`src/rtl/iomem_bus_if.sv`:
```
// PicoSoC iomem bus bundle: CPU-side request/response plus the fanned-out peripheral port.
// master = the bus controller; slave = the CPU and peripherals facing it.
interface iomem_bus_if #(
  parameter int unsigned NUM_SLAVES = 4
);
  logic                         m_valid;
  logic                         m_ready;
  logic [3:0]                   m_wstrb;
  logic [31:0]                  m_addr;
  logic [31:0]                  m_wdata;
  logic [31:0]                  m_rdata;
  logic [NUM_SLAVES-1:0]        s_valid;
  logic [3:0]                   s_wstrb;
  logic [31:0]                  s_addr;
  logic [31:0]                  s_wdata;
  logic [NUM_SLAVES-1:0]        s_ready;
  logic [32*NUM_SLAVES-1:0]     s_rdata;

  modport master (
    input  m_valid, m_wstrb, m_addr, m_wdata, s_ready, s_rdata,
    output m_ready, m_rdata, s_valid, s_wstrb, s_addr, s_wdata
  );

  modport slave (
    output m_valid, m_wstrb, m_addr, m_wdata, s_ready, s_rdata,
    input  m_ready, m_rdata, s_valid, s_wstrb, s_addr, s_wdata
  );
endinterface

```
`src/rtl/iomem_bus_ctrl.sv`:
```
// Routes CPU iomem requests in the BASE_HI window to NUM_SLAVES peripherals and returns one
// registered ready pulse per transaction. Define IOMEM_BUS_TIMEOUT_EN to build the hung-slave timeout.
module iomem_bus_ctrl #(
  parameter int unsigned NUM_SLAVES     = 4,
  parameter logic [7:0]  BASE_HI        = 8'h03,
  parameter int unsigned TIMEOUT_CYCLES = 255,
  parameter logic [31:0] ERR_DATA       = 32'hDEAD_BEEF
) (
  input  logic         clk,
  input  logic         resetn,
  iomem_bus_if.master  bus,
  input  logic         err_clr,
  output logic         err_flag,
  output logic [31:0]  err_addr,
  output logic [7:0]   err_count
);

  if (NUM_SLAVES < 1 || NUM_SLAVES > 16) begin : gen_bad_num_slaves
    $error("iomem_bus_ctrl: NUM_SLAVES must be 1..16");
  end
  if (TIMEOUT_CYCLES < 1 || TIMEOUT_CYCLES > 65535) begin : gen_bad_timeout
    $error("iomem_bus_ctrl: TIMEOUT_CYCLES must be 1..65535");
  end

  typedef enum logic [1:0] {StIdle, StAccess, StResp} state_e;

  state_e                state_q, state_d;
  logic [NUM_SLAVES-1:0] s_valid_q, s_valid_d;
  logic [3:0]            s_wstrb_q, s_wstrb_d;
  logic [31:0]           s_addr_q, s_addr_d;
  logic [31:0]           s_wdata_q, s_wdata_d;
  logic [31:0]           m_rdata_q, m_rdata_d;
  logic                  err_flag_q, err_flag_d;
  logic [31:0]           err_addr_q, err_addr_d;
  logic [7:0]            err_count_q, err_count_d;

  logic                  hit;
  logic [3:0]            idx;
  logic                  idx_ok;
  logic [NUM_SLAVES-1:0] idx_onehot;
  logic                  sel_ready;
  logic [31:0]           sel_rdata;
  logic                  log_err;
  logic [31:0]           log_addr;

`ifdef IOMEM_BUS_TIMEOUT_EN
  localparam logic [15:0] TimeoutLast = 16'(TIMEOUT_CYCLES - 1);
  logic [15:0] wait_q, wait_d;
  logic        timeout;
  assign timeout = (wait_q == TimeoutLast);
`endif

  assign hit    = bus.m_valid && (bus.m_addr[31:24] == BASE_HI);
  assign idx    = bus.m_addr[23:20];
  assign idx_ok = 32'(idx) < NUM_SLAVES;
  // s_valid_q is one-hot on the selected slave, so masking drops stray readies.
  assign sel_ready = |(bus.s_ready & s_valid_q);

  always_comb begin
    idx_onehot = '0;
    sel_rdata  = '0;
    for (int i = 0; i < NUM_SLAVES; i++) begin
      idx_onehot[i] = (idx == 4'(i));
      if (s_valid_q[i]) sel_rdata = bus.s_rdata[32*i +: 32];
    end
  end

  always_comb begin
    state_d     = state_q;
    s_valid_d   = s_valid_q;
    s_wstrb_d   = s_wstrb_q;
    s_addr_d    = s_addr_q;
    s_wdata_d   = s_wdata_q;
    m_rdata_d   = m_rdata_q;
    err_flag_d  = err_flag_q;
    err_addr_d  = err_addr_q;
    err_count_d = err_count_q;
    log_err     = 1'b0;
    log_addr    = '0;
`ifdef IOMEM_BUS_TIMEOUT_EN
    wait_d      = wait_q;
`endif

    unique case (state_q)
      StIdle: begin
        if (hit) begin
          if (idx_ok) begin
            s_valid_d = idx_onehot;
            s_wstrb_d = bus.m_wstrb;
            s_addr_d  = bus.m_addr;
            s_wdata_d = bus.m_wdata;
            state_d   = StAccess;
`ifdef IOMEM_BUS_TIMEOUT_EN
            wait_d    = '0;
`endif
          end else begin
            m_rdata_d = ERR_DATA;
            log_err   = 1'b1;
            log_addr  = bus.m_addr;
            state_d   = StResp;
          end
        end
      end
      StAccess: begin
        // Ready takes priority over a timeout landing in the same cycle.
        if (sel_ready) begin
          m_rdata_d = sel_rdata;
          s_valid_d = '0;
          state_d   = StResp;
        end
`ifdef IOMEM_BUS_TIMEOUT_EN
        else if (timeout) begin
          m_rdata_d = ERR_DATA;
          s_valid_d = '0;
          log_err   = 1'b1;
          log_addr  = s_addr_q;
          state_d   = StResp;
        end else begin
          wait_d = wait_q + 16'd1;
        end
`endif
      end
      StResp: begin
        state_d = StIdle;
      end
      default: begin
        state_d = StIdle;
      end
    endcase

    if (log_err) begin
      err_flag_d = 1'b1;
      err_addr_d = log_addr;
      if (err_count_q != 8'hFF) err_count_d = err_count_q + 8'd1;
    end else if (err_clr) begin
      err_flag_d = 1'b0;
    end
  end

  always_ff @(posedge clk) begin
    if (!resetn) begin
      state_q     <= StIdle;
      s_valid_q   <= '0;
      s_wstrb_q   <= '0;
      s_addr_q    <= '0;
      s_wdata_q   <= '0;
      m_rdata_q   <= '0;
      err_flag_q  <= 1'b0;
      err_addr_q  <= '0;
      err_count_q <= '0;
    end else begin
      state_q     <= state_d;
      s_valid_q   <= s_valid_d;
      s_wstrb_q   <= s_wstrb_d;
      s_addr_q    <= s_addr_d;
      s_wdata_q   <= s_wdata_d;
      m_rdata_q   <= m_rdata_d;
      err_flag_q  <= err_flag_d;
      err_addr_q  <= err_addr_d;
      err_count_q <= err_count_d;
    end
  end

`ifdef IOMEM_BUS_TIMEOUT_EN
  always_ff @(posedge clk) begin
    if (!resetn) wait_q <= '0;
    else         wait_q <= wait_d;
  end
`endif

  assign bus.m_ready = (state_q == StResp);
  assign bus.m_rdata = m_rdata_q;
  assign bus.s_valid = s_valid_q;
  assign bus.s_wstrb = s_wstrb_q;
  assign bus.s_addr  = s_addr_q;
  assign bus.s_wdata = s_wdata_q;
  assign err_flag    = err_flag_q;
  assign err_addr    = err_addr_q;
  assign err_count   = err_count_q;

endmodule

```
`src/flat_wrapper.sv`:
```
// flat-port wrapper written by rule: the top's interface ports become plain ports
module iomem_bus_ctrl_flat 
#(
  parameter int unsigned NUM_SLAVES     = 4,
  parameter logic [7:0]  BASE_HI        = 8'h03,
  parameter int unsigned TIMEOUT_CYCLES = 255,
  parameter logic [31:0] ERR_DATA       = 32'hDEAD_BEEF
)
  (clk, resetn, err_clr, err_flag, err_addr, err_count, bus_m_valid, bus_m_wstrb, bus_m_addr, bus_m_wdata, bus_s_ready, bus_s_rdata, bus_m_ready, bus_m_rdata, bus_s_valid, bus_s_wstrb, bus_s_addr, bus_s_wdata);
  iomem_bus_if #(.NUM_SLAVES(NUM_SLAVES)) bus_i ();
  input  logic clk;
  input  logic resetn;
  input  logic err_clr;
  output logic err_flag;
  output logic [31:0] err_addr;
  output logic [7:0] err_count;
  input wire logic [$bits(bus_i.m_valid)-1:0] bus_m_valid;
  input wire logic [$bits(bus_i.m_wstrb)-1:0] bus_m_wstrb;
  input wire logic [$bits(bus_i.m_addr)-1:0] bus_m_addr;
  input wire logic [$bits(bus_i.m_wdata)-1:0] bus_m_wdata;
  input wire logic [$bits(bus_i.s_ready)-1:0] bus_s_ready;
  input wire logic [$bits(bus_i.s_rdata)-1:0] bus_s_rdata;
  output wire logic [$bits(bus_i.m_ready)-1:0] bus_m_ready;
  output wire logic [$bits(bus_i.m_rdata)-1:0] bus_m_rdata;
  output wire logic [$bits(bus_i.s_valid)-1:0] bus_s_valid;
  output wire logic [$bits(bus_i.s_wstrb)-1:0] bus_s_wstrb;
  output wire logic [$bits(bus_i.s_addr)-1:0] bus_s_addr;
  output wire logic [$bits(bus_i.s_wdata)-1:0] bus_s_wdata;
  assign bus_i.m_valid = bus_m_valid;
  assign bus_i.m_wstrb = bus_m_wstrb;
  assign bus_i.m_addr = bus_m_addr;
  assign bus_i.m_wdata = bus_m_wdata;
  assign bus_i.s_ready = bus_s_ready;
  assign bus_i.s_rdata = bus_s_rdata;
  assign bus_m_ready = bus_i.m_ready;
  assign bus_m_rdata = bus_i.m_rdata;
  assign bus_s_valid = bus_i.s_valid;
  assign bus_s_wstrb = bus_i.s_wstrb;
  assign bus_s_addr = bus_i.s_addr;
  assign bus_s_wdata = bus_i.s_wdata;
  iomem_bus_ctrl #(.NUM_SLAVES(NUM_SLAVES), .BASE_HI(BASE_HI), .TIMEOUT_CYCLES(TIMEOUT_CYCLES), .ERR_DATA(ERR_DATA)) u_core (.clk(clk), .resetn(resetn), .bus(bus_i), .err_clr(err_clr), .err_flag(err_flag), .err_addr(err_addr), .err_count(err_count));
endmodule
```
`config.mk`:
```
export PLATFORM = sky130hd
export DESIGN_NAME = iomem_bus_ctrl_flat
export DESIGN_NICKNAME = d
export VERILOG_FILES = /design/src/rtl/iomem_bus_if.sv /design/src/rtl/iomem_bus_ctrl.sv /design/src/flat_wrapper.sv
export SDC_FILE = /design/constraint.sdc
export NUM_CORES = 1
export LEC_CHECK = 0
export BUFFER_PORTS_ARGS = -buffer_cell sky130_fd_sc_hd__buf_2
export CAP_MARGIN = 10
export CORE_AREA = 2 2 134 136
export DETAILED_ROUTE_END_ITERATION = 12
export DIE_AREA = 0 0 136 138
export GPL_TIMING_DRIVEN = 0
export PLACE_DENSITY = 0.71
export SLEW_MARGIN = 15
export SYNTH_ARGS = -nofsm -noshare
export SYNTH_HDL_FRONTEND = slang
export SYNTH_SLANG_ARGS = --single-unit
export TNS_END_PERCENT = 10
```
`constraint.sdc`:
```
create_clock -name clk -period 2.08 [get_ports clk]
set_clock_uncertainty 0.1 [all_clocks]
set_input_delay 0.416 -clock clk [delete_from_list [all_inputs] [get_ports clk]]
set_output_delay 0.416 -clock clk [all_outputs]
set_load 0.05 [all_outputs]
```
## Yosys cells after proc, flatten, opt, wreduce, memory -nomap -nowiden

Index checks and enable logic that the tools add are counted.

| word-level totals | value |
|---|---|
| output and inout bits | 146 |
| flip-flop bits (word level) | 147 |
| logic and storage cells | 58 |

| operators by class | value |
|---|---|
| $add $sub $neg | 1 |
| bitwise gates (word level) | 1 |
| magnitude comparators | 1 |
| reduce and logical (&&, ||, !) cells | 11 |
| muxes and demuxes | 24 |
| eq/ne operators | 11 |

Operator list:

| operator | count |
|---|---|
| 2-to-1 mux 32 bit | 10 |
| one-hot mux 32 bit (2 select lines) | 1 |
| 2-to-1 mux 4 bit | 3 |
| adder 8 x 1 -> 8 bit (second input constant) | 1 |
| equality test 4 x 2 -> 1 bit (second input constant) | 2 |
| equality test 8 x 2 -> 1 bit (second input constant) | 1 |
| inequality test 8 bit (second input constant) | 1 |
| one-hot mux 4 bit (2 select lines) | 1 |
| AND reduction 4 bit | 2 |
| 2-to-1 mux 2 bit | 3 |
| inequality test 2 x 1 -> 1 bit (second input constant) | 3 |
| 2-to-1 mux 1 bit | 5 |
| bitwise AND 4 bit | 1 |
| equality test 4 x 1 -> 1 bit (second input constant) | 1 |
| zero test 4 bit | 1 |
| < comparator 4 x 3 -> 1 bit (second input constant) | 1 |
| one-hot mux 2 bit (2 select lines) | 1 |
| AND reduction 2 bit | 2 |
| nonzero test 2 bit | 2 |
| OR reduction 4 bit | 1 |
| AND reduction 3 bit | 1 |
| equality test 2 x 1 -> 1 bit (second input constant) | 1 |
| equality test 2 bit (second input constant) | 1 |
| zero test 2 bit | 1 |
| 2 further kinds | 2 |

## Depth between registers and ports, before layout

Gate-level depths: netlist (run 1).

| depth | value |
|---|---|
| depth after elaboration | 6 |
| mapped depth | 7 |
| mapped depth without buffers | 5 |

## Worst setup path before layout (run 1)

OpenSTA, ideal clock, no wires.

| timing | value |
|---|---|
| path type | reg-to-reg |
| start point | register u_core.s_valid_q[1] (netlist: u_core.bus.s_valid[1]) |
| end point | register u_core.m_rdata_q[14] (netlist: u_core.bus.m_rdata[14]) |
| arrival | 1.934 ns |
| setup slack | -0.026 ns |
| cell stages (with the launch flop) | 8 |
| period minus slack after synthesis | 2.106 ns |
| required time | 1.908 ns |
| cell sequence | dfxtp_1 -> clkbuf_1 -> a22oi_1 -> a21boi_0 -> a31o_2 -> buf_2 -> buf_4 -> mux2i_1 |

| on the way | value |
|---|---|
| longest elaborated chain between the ends | 5 |
| elaborated cells between the ends (all ways) | 9 |
| those cells by class | eq/ne: 1; mux: 5; bitwise: 1; reduce/logical: 2 |

Ends and longest elaborated chain:

| what | RTL line | RTL |
|---|---|---|
| from (decl) | iomem_bus_ctrl.sv:28 | `logic [NUM_SLAVES-1:0] s_valid_q, s_valid_d;` |
| from (signal assigned) | iomem_bus_ctrl.sv:153 | `s_valid_q <= s_valid_d;` |
| 2-to-1 mux 32 bit (3 in series) | iomem_bus_ctrl.sv:64 | `if (s_valid_q[i]) sel_rdata = bus.s_rdata[32*i +: 32];` |
| 2-to-1 mux 32 bit | iomem_bus_ctrl.sv:106 | `if (sel_ready) begin` |
| one-hot mux 32 bit (2 select lines) | iomem_bus_ctrl.sv:84 | `unique case (state_q)` |
| to (signal assigned) | iomem_bus_ctrl.sv:157 | `m_rdata_q <= m_rdata_d;` |
| to (decl) | iomem_bus_ctrl.sv:32 | `logic [31:0] m_rdata_q, m_rdata_d;` |

Several ways; a longest one is shown, not always the timed one. The select of a mux whose other input is x is not followed.
A chain may end at the register's enable or synchronous reset.

## Worst setup path after layout (run 1)

| timing | value |
|---|---|
| start point | register u_core.state_q[0] |
| end point | register u_core.m_rdata_q[3] (netlist: u_core.bus.m_rdata[3]) |

| on the way | value |
|---|---|
| longest elaborated chain between the ends | 3 |
| elaborated cells between the ends (all ways) | 8 |
| those cells by class | eq/ne: 4; mux: 1; reduce/logical: 3 |

Ends and longest elaborated chain:

| what | RTL line | RTL |
|---|---|---|
| from (decl) | iomem_bus_ctrl.sv:27 | `state_e state_q, state_d;` |
| from (signal assigned) | iomem_bus_ctrl.sv:142 | `state_q <= StIdle;` |
| from (signal assigned) | iomem_bus_ctrl.sv:152 | `state_q <= state_d;` |
| equality test 2 x 1 -> 1 bit / zero test 2 bit (equally long branches) | iomem_bus_ctrl.sv:84 |  |
| inequality test 2 x 1 -> 1 bit (no source line) (tied with other cells) | n/a |  |
| AND reduction 4 bit (no source line) | n/a |  |

Several ways; a longest one is shown, not always the timed one.

==> impl_summary.log, run 1 <==
[metrics] status: finished, final reports clean
[metrics] post-detail-place hpwl: 16800 um
[metrics] antenna cells: 0
[metrics] vias per std cell: 5.05
[metrics] synthesized cell area: 5910 um^2
[metrics] FP Rows: 49
[metrics] final setup violation count: 0
[metrics] CTS tree: done
[metrics] largest area contributor in the synthesized netlist: sky130_fd_sc_hd__dfxtp_1
[metrics] Setup CP Type: reg2reg
[metrics] global-route usage over all layers: 0.226
[metrics] Final Hold Fails: 0
[metrics] Routed Wire Length: 21600 um
[metrics] Arr. time, crit path: around 2.2 ns
[metrics] quantity of hold-fixing buffers added after cts: 0
[metrics] fraction of synthesis flops using an asynchronous set or reset pin: 0
[metrics] overall overflow remaining after global route: 0
[metrics] final estimated routing congestion in global placement: about 0.9
[metrics] setup repair after global routing missed its margin: yes
[metrics] post-route core utilization: 0.490
[metrics] warnings from Yosys: 0
[metrics] Power per Cell Area: around 730 nW/um^2
[metrics] clock latency reported for the late side of the worst-skew pair: just over 0.4 ns
[metrics] pin count of the biggest net entering global routing: 17
[metrics] post-layout min period: between 2 and 2.5 ns
[metrics] initial standard-cell utilization of the core: 0.337
[metrics] routed vias: ~6600
[metrics] Post-synth EDFFs: 0
[metrics] most area-consuming cells after synthesis: sky130_fd_sc_hd__dfxtp_1 (50%), sky130_fd_sc_hd__nand2_1 (11%), sky130_fd_sc_hd__a21oi_1 (7.4%)
[metrics] number of storage elements in the synthesis netlist: approximately 150
[metrics] clock root cell: sky130_fd_sc_hd__clkbuf_16
[metrics] width of the die: about 140 um
[metrics] Num Clock Sinks: ~150
[metrics] Wirelength per Cell: approximately 17 um
[metrics] Relative slew margins: 0.572
[metrics] number of nets in the final layout: around 1300
[metrics] Port-buffer cells: between 300 and 400
[metrics] proportion of layout cells with a drive suffix above 1: 0.383
[metrics] Slew Viols, Final: 0
[metrics] final antenna-violating net count: 0
[metrics] crit share post-route: 0.966
[metrics] Max clock buf depth: 2
[metrics] number of top-level pins: between 300 and 400
[metrics] Area Growth Syn to Fin: 45.4%
[metrics] CP Max Fanout: 10
[metrics] element type at the critical path start: flip-flop
[metrics] area fraction of the dominant cell type after synthesis: 0.498
[metrics] vias in the first global route: ~6300
[metrics] most frequent cell after synthesis: sky130_fd_sc_hd__nand2_1
[metrics] primary flip-flop cell chosen by synthesis mapping: sky130_fd_sc_hd__dfxtp_1
[metrics] Tightest Pin Transition: 0.643 ns
[metrics] cell count after synthesis: roughly 700
[metrics] per-instance average area after synthesis: 8.50 um^2
[metrics] leakage power total: between 4 and 5 nW
[metrics] worst-case vdd ir drop: roughly 0.54 mV
[metrics] clock input transition at the sequential cells of the worst setup and hold paths: 0.07 ns
[metrics] portion of the post-synthesis area used by sequential elements: 0.498
[metrics] Max Clk Rate: between 400 and 500 MHz
[metrics] Die Y-Extent: ~140 um
[metrics] htree depth: 4
[metrics] Syn Nets: 900
[metrics] critical path endpoint category: flip-flop
[metrics] synth unique cells: 44
[metrics] drt drc: 0
[metrics] Iter 0 DRT Violations: 290
[metrics] number of clock buffers inserted by TritonCTS: 17
[metrics] area of the core: 17500 um^2
[metrics] Die Outline Area: 18800 um^2
[metrics] most common library cells after synthesis: sky130_fd_sc_hd__nand2_1 (177), sky130_fd_sc_hd__dfxtp_1 (147), sky130_fd_sc_hd__a21oi_1 (87)
[metrics] data required time at the worst endpoint: 2.29 ns
[metrics] wire length of the first global-routing pass: between 30000 and 40000 um
[metrics] DRT Pass-1 Iters: 5
[metrics] path category of the worst min-delay check: in2reg
[metrics] maxcap violations: 0
[metrics] Tot Pwr: 6.30 mW
[metrics] number of antenna violations at the first check in global routing: 0
[area by class of cell]
cell class | instances | area (um^2)
Timing Repair Buffer | 350 | 1760
Fill cell | 1770 | 8950
Clock inverter | 14 | 178
Multi-Input combinational cell | 479 | 2710
Sequential cell | 147 | 2940
Buffer | 63 | 265
Inverter | 5 | 18.8
Clock buffer | 18 | 429
Tap cell | 229 | 287
[placed cells by master (no fill, tap or decap), drive strengths merged, types with 11 or more instances in the layout]
| master | n |
|---|---|
| buf | 368 |
| and3 | 15 |
| clkbuf | 63 |
| o211a | 24 |
| o22ai | 32 |
| o21ai | 26 |
| nand2 | 177 |
| dfxtp | 147 |
| nor2 | 12 |
| or3 | 11 |
| a221oi | 32 |
| a21oi | 87 |
[registers in the layout, indices dropped and copies added, names as in the netlist]
register            cells
u_core.bus.m_rdata     32
u_core.bus.s_addr      32
u_core.bus.s_valid      4
u_core.bus.s_wdata     32
u_core.bus.s_wstrb      4
u_core.err_addr        32
u_core.err_count        8
u_core.err_flag         1
u_core.state_q          2
[worst paths after layout]
| path | from | end | cells after the start | slack [ns] |
|---|---|---|---|---|
| worst min-delay path | bus_m_wdata[21] | u_core.bus.s_wdata[21] | 3 | 0.13 |
| worst max-delay path | u_core.state_q[0] | u_core.bus.m_rdata[3] | 5 | 0.07 |
| worst max register to register | u_core.state_q[0] | u_core.bus.m_rdata[3] | 5 | 0.07 |
| worst min register to register | u_core.bus.s_addr[21] | u_core.bus.s_addr[21] | 2 | 0.35 |
[cells by family after synthesis]
kind of cell / Yosys count / synth area share
AND/OR/NAND/NOR: 248 / 0.190
multiplexers: 10 / 0.0169
adder cells (fa/ha/maj): 1 / 0.00212
flip-flops: 147 / 0.498
buffers and inverters: 69 / 0.0479
AO/OA/AOI/OAI: 220 / 0.245
[repair_timing]
item / CTS / global route
gates cloned: 0 / 0
endpoints found under the setup margin: 116 / 38
pin swaps: 1 / 0
gates resized for setup: 4 / 10
buffers inserted: 2 / 0
[metrics by stage]
step	instances	worst slack, ns	hold WS [ns]	instance area [um^2]	setup TNS [ns]
3_3_place_gp	1272	-0.771	0.334	7940	-74.21
3_5_place_dp	1272	-0.820	0.340	7940	-80.59
6_report	1305	0.0706	0.134	8590	0
5_1_grt	1305	-0.0226	0.122	8590	-0.0559
2_1_floorplan	695	0.130	0.372	5910	0
4_1_cts	1305	0.0270	0.114	8570	0
[routing by layer]
metal	vias up	global-route usage	part of all wire
met4	0	0.0866	0.027
met5	-	0	0
met3	42	0.0495	0.072
li1	3234	-	-
met1	3024	0.275	0.41
met2	289	0.386	0.49
[power breakdown]
part | internal (mW) | switching (mW) | leakage (nW)
combinational | 0.156 | 0.153 | 2.71
clock | 1.91 | 1.27 | 0.290
sequential | 2.82 | 0.00102 | 1.18
total | 4.88 | 1.42 | 4.18
[critical path: stages, from the launching register on]
cell	delay, ns
sky130_fd_sc_hd__dfxtp_1	0.41
sky130_fd_sc_hd__nor2b_2	0.32
sky130_fd_sc_hd__a21boi_2	0.32
sky130_fd_sc_hd__clkbuf_1	0.33
sky130_fd_sc_hd__o21ai_0	0.26
sky130_fd_sc_hd__o211a_1	0.18
Note: power is estimated with default switching activity, not from simulation.
==> run 2: changes to the inputs <==
--- a/config.mk
+++ b/config.mk
@@ -7,9 +7,9 @@
 export LEC_CHECK = 0
 export BUFFER_PORTS_ARGS = -buffer_cell sky130_fd_sc_hd__buf_2
 export CAP_MARGIN = 10
-export CORE_AREA = 2 2 134 136
+export CORE_AREA = 2 2 138 140
 export DETAILED_ROUTE_END_ITERATION = 12
-export DIE_AREA = 0 0 136 138
+export DIE_AREA = 0 0 140 142
 export GPL_TIMING_DRIVEN = 0
 export PLACE_DENSITY = 0.71
 export SLEW_MARGIN = 15
==> impl_summary.log, run 2 (same netlist as run 1, synthesis figures left out) <==
[metrics] launch instance of the worst min-delay path: bus_m_wstrb[1]
[metrics] quantity of hold-fixing buffers added after cts: 0
[metrics] final estimated routing congestion in global placement: around 0.84
[metrics] number of top-level pins: 350
[metrics] status: complete, but fails checks
[metrics] final antenna-violating net count: 0
[metrics] number of clock buffers inserted by TritonCTS: 17
[metrics] data required time at the worst endpoint: 2.32 ns
[metrics] Power per Cell Area: approximately 710 nW/um^2
[metrics] htree depth: 4
[metrics] leakage power total: approximately 4.2 nW
[metrics] final setup violation count: 0
[metrics] drt drc: 19
[metrics] switching fraction of total power: 0.220
[metrics] Arr. time, crit path: 2.21 ns
[metrics] worst path buffer plus inverter count: 2
[metrics] wire length of the first global-routing pass: ~34000 um
[metrics] post-detail-place hpwl: 17300 um
[metrics] combinational share of power: 0.051
[metrics] global-route usage over all layers: 0.218
[metrics] Die Outline Area: between 15000 and 20000 um^2
[metrics] initial standard-cell utilization of the core: 0.320
[metrics] post-layout min period: ~2.0 ns
[metrics] clock input transition at the sequential cells of the worst setup and hold paths: around 0.060 ns
[metrics] routed vias: about 6600
[metrics] overall overflow remaining after global route: 0
[metrics] R2R cell count: 6
[metrics] path category of the worst min-delay check: in2reg
[metrics] critical path endpoint category: flip-flop
[metrics] width of the die: 140 um
[metrics] number of antenna violations at the first check in global routing: 2
[metrics] number of nets in the final layout: between 1000 and 1500
[metrics] crit share post-route: 0.946
[metrics] vias per std cell: 5.03
[metrics] Num Clock Sinks: approximately 150
[metrics] post-route core utilization: 0.463
[metrics] proportion of layout cells with a drive suffix above 1: 0.385
[metrics] final non-filler cell area: roughly 8600 um^2
[metrics] CP Max Fanout: 10
[metrics] Max Clk Rate: 508 MHz
[metrics] Port-buffer cells: 348
[metrics] minimum setup slack among reg-to-reg paths: around 0.11 ns
[metrics] crit-path most repeated cell: sky130_fd_sc_hd__clkbuf_1
[metrics] Top delay family on crit path: buffers and inverters
[metrics] FP Rows: 50
[metrics] clock root cell: sky130_fd_sc_hd__clkbuf_16
[metrics] Die Y-Extent: 142 um
[metrics] CTS tree: done
[metrics] DRT Pass-1 Iters: 11
[metrics] Slew Viols, Final: 0
[metrics] R2R Path End: u_core.bus.m_rdata[4]
[metrics] Worst Hold End: u_core.bus.s_wstrb[1]
[metrics] maxcap violations: 0
[metrics] switching power: around 1.3 mW
[metrics] Iter 0 DRT Violations: ~360
[metrics] Relative slew margins: 0.468
[metrics] clock share of power: 0.488
[metrics] startpoint of the worst register-to-register path: u_core.bus.s_valid[3]
[metrics] setup repair after global routing missed its margin: no
[metrics] DP Area: between 7000 and 8000 um^2
[metrics] vias in the first global route: 6246
[metrics] number of stages on the worst hold path: 3
[metrics] element type at the critical path start: flip-flop
[metrics] Routed Wire Length: 22200 um
[metrics] pin count of the biggest net entering global routing: 17
[metrics] Sequential Power Share: 0.461
[metrics] Internal Dissipation: 4.77 mW
[metrics] Tightest Pin Transition: 0.798 ns
[metrics] Area Growth Syn to Fin: 44.8%
[metrics] most common library cell in the layout ignoring fill and taps: sky130_fd_sc_hd__buf_2
[metrics] area of the core: 18500 um^2
[metrics] failing checks: design-rule violations
[metrics] Cell Chain, Critical Path: or2_2 -> clkbuf_1 -> clkbuf_1 -> a221oi_1 -> or3_1 -> mux2i_1
[metrics] most frequent cells in the layout: sky130_fd_sc_hd__buf_2 (364), sky130_fd_sc_hd__nand2_1 (177), sky130_fd_sc_hd__dfxtp_1 (146), sky130_fd_sc_hd__a21oi_1 (87), sky130_fd_sc_hd__clkbuf_1 (37)
[metrics] Final Hold Fails: 0
[metrics] worst-case vdd ir drop: 0.509 mV
[metrics] Max clock buf depth: 2
[metrics] clock latency reported for the late side of the worst-skew pair: just over 0.4 ns
[metrics] Setup CP Type: reg2reg
[metrics] CP max stage cell: sky130_fd_sc_hd__dfxtp_1
[metrics] Wirelength per Cell: 16.9 um
[metrics] CP peak stage delay: approximately 0.4 ns
[run 2: cell type report]
| type | count | area (um^2) |
|---|---|---|
| fillers | 1848 | 9900 |
| flip-flops and latches | 147 | 2940 |
| plain buffers | 63 | 277 |
| well taps | 234 | 293 |
| multi-input cells | 479 | 2690 |
| diodes | 1 | 2.50 |
| inverters | 5 | 18.8 |
| repair buffers | 349 | 1750 |
| clock inverters | 12 | 133 |
| clock buffers | 19 | 443 |
[run 2: layer usage]
| metal | vias to the layer above | global-route usage | part of all wire |
|---|---|---|---|
| met4 | 2 | 0.0904 | 0.027 |
| met1 | 3049 | 0.267 | 0.42 |
| met2 | 267 | 0.369 | 0.49 |
| li1 | 3234 | - | - |
| met3 | 33 | 0.0525 | 0.067 |
| met5 | - | 0 | 0.00059 |
[run 2: timing repair]
item,in CTS,in global routing
endpoints found under the hold margin,0,0
buffers inserted,0,1
pin swaps,1,1
gates resized for setup,11,7
setup endpoints to repair,83,100
[run 2: how the worst max path moves through the flow]
stage	startpoint	to	slack, ns	depth (start not counted)
floorplan	u_core.bus.s_valid[1]	u_core.bus.m_rdata[14]	0.13	7
global placement	bus_m_addr[27]	u_core.bus.s_valid[0]	-0.47	6
detailed placement	bus_m_addr[27]	u_core.bus.s_valid[0]	-0.53	6
CTS	bus_m_addr[27]	u_core.bus.s_valid[0]	-0.02	6
global route	u_core.state_q[1]	u_core.err_addr[18]	0.002	6
finish	u_core.bus.s_valid[3]	u_core.bus.m_rdata[4]	0.11	6
[run 2: metrics by stage]
step | std cells | setup WS (ns) | power [mW] | hold slack, ns | setup TNS [ns]
2_1_floorplan | 695 | 0.130 | 2.95 | 0.372 | 0
3_3_place_gp | 1277 | -0.471 | 3.18 | 0.334 | -38.97
3_5_place_dp | 1277 | -0.526 | 3.19 | 0.340 | -43.90
4_1_cts | 1307 | -0.0229 | 6.17 | 0.121 | -0.125
5_1_grt | 1309 | 0.00228 | 6.32 | 0.122 | 0
6_report | 1309 | 0.112 | 6.11 | 0.139 | 0
[run 2: worst reg2reg max path, cell delays in order, from the launching register on]
cell	delay, ns
sky130_fd_sc_hd__dfxtp_1	0.41
sky130_fd_sc_hd__or2_2	0.14
sky130_fd_sc_hd__clkbuf_1	0.24
sky130_fd_sc_hd__clkbuf_1	0.40
sky130_fd_sc_hd__a221oi_1	0.09
sky130_fd_sc_hd__or3_1	0.35
sky130_fd_sc_hd__mux2i_1	0.16
[run 2: power by group through the flow]
stage	Clock [mW]	Sequential, mW	Combinational (mW)
after floorplan	0	2.89	0.0589
after global routing	3.16	2.82	0.337
after CTS	3.04	2.82	0.309
final	2.98	2.82	0.309
after detailed placement	0	2.88	0.307
after global placement	0	2.88	0.304
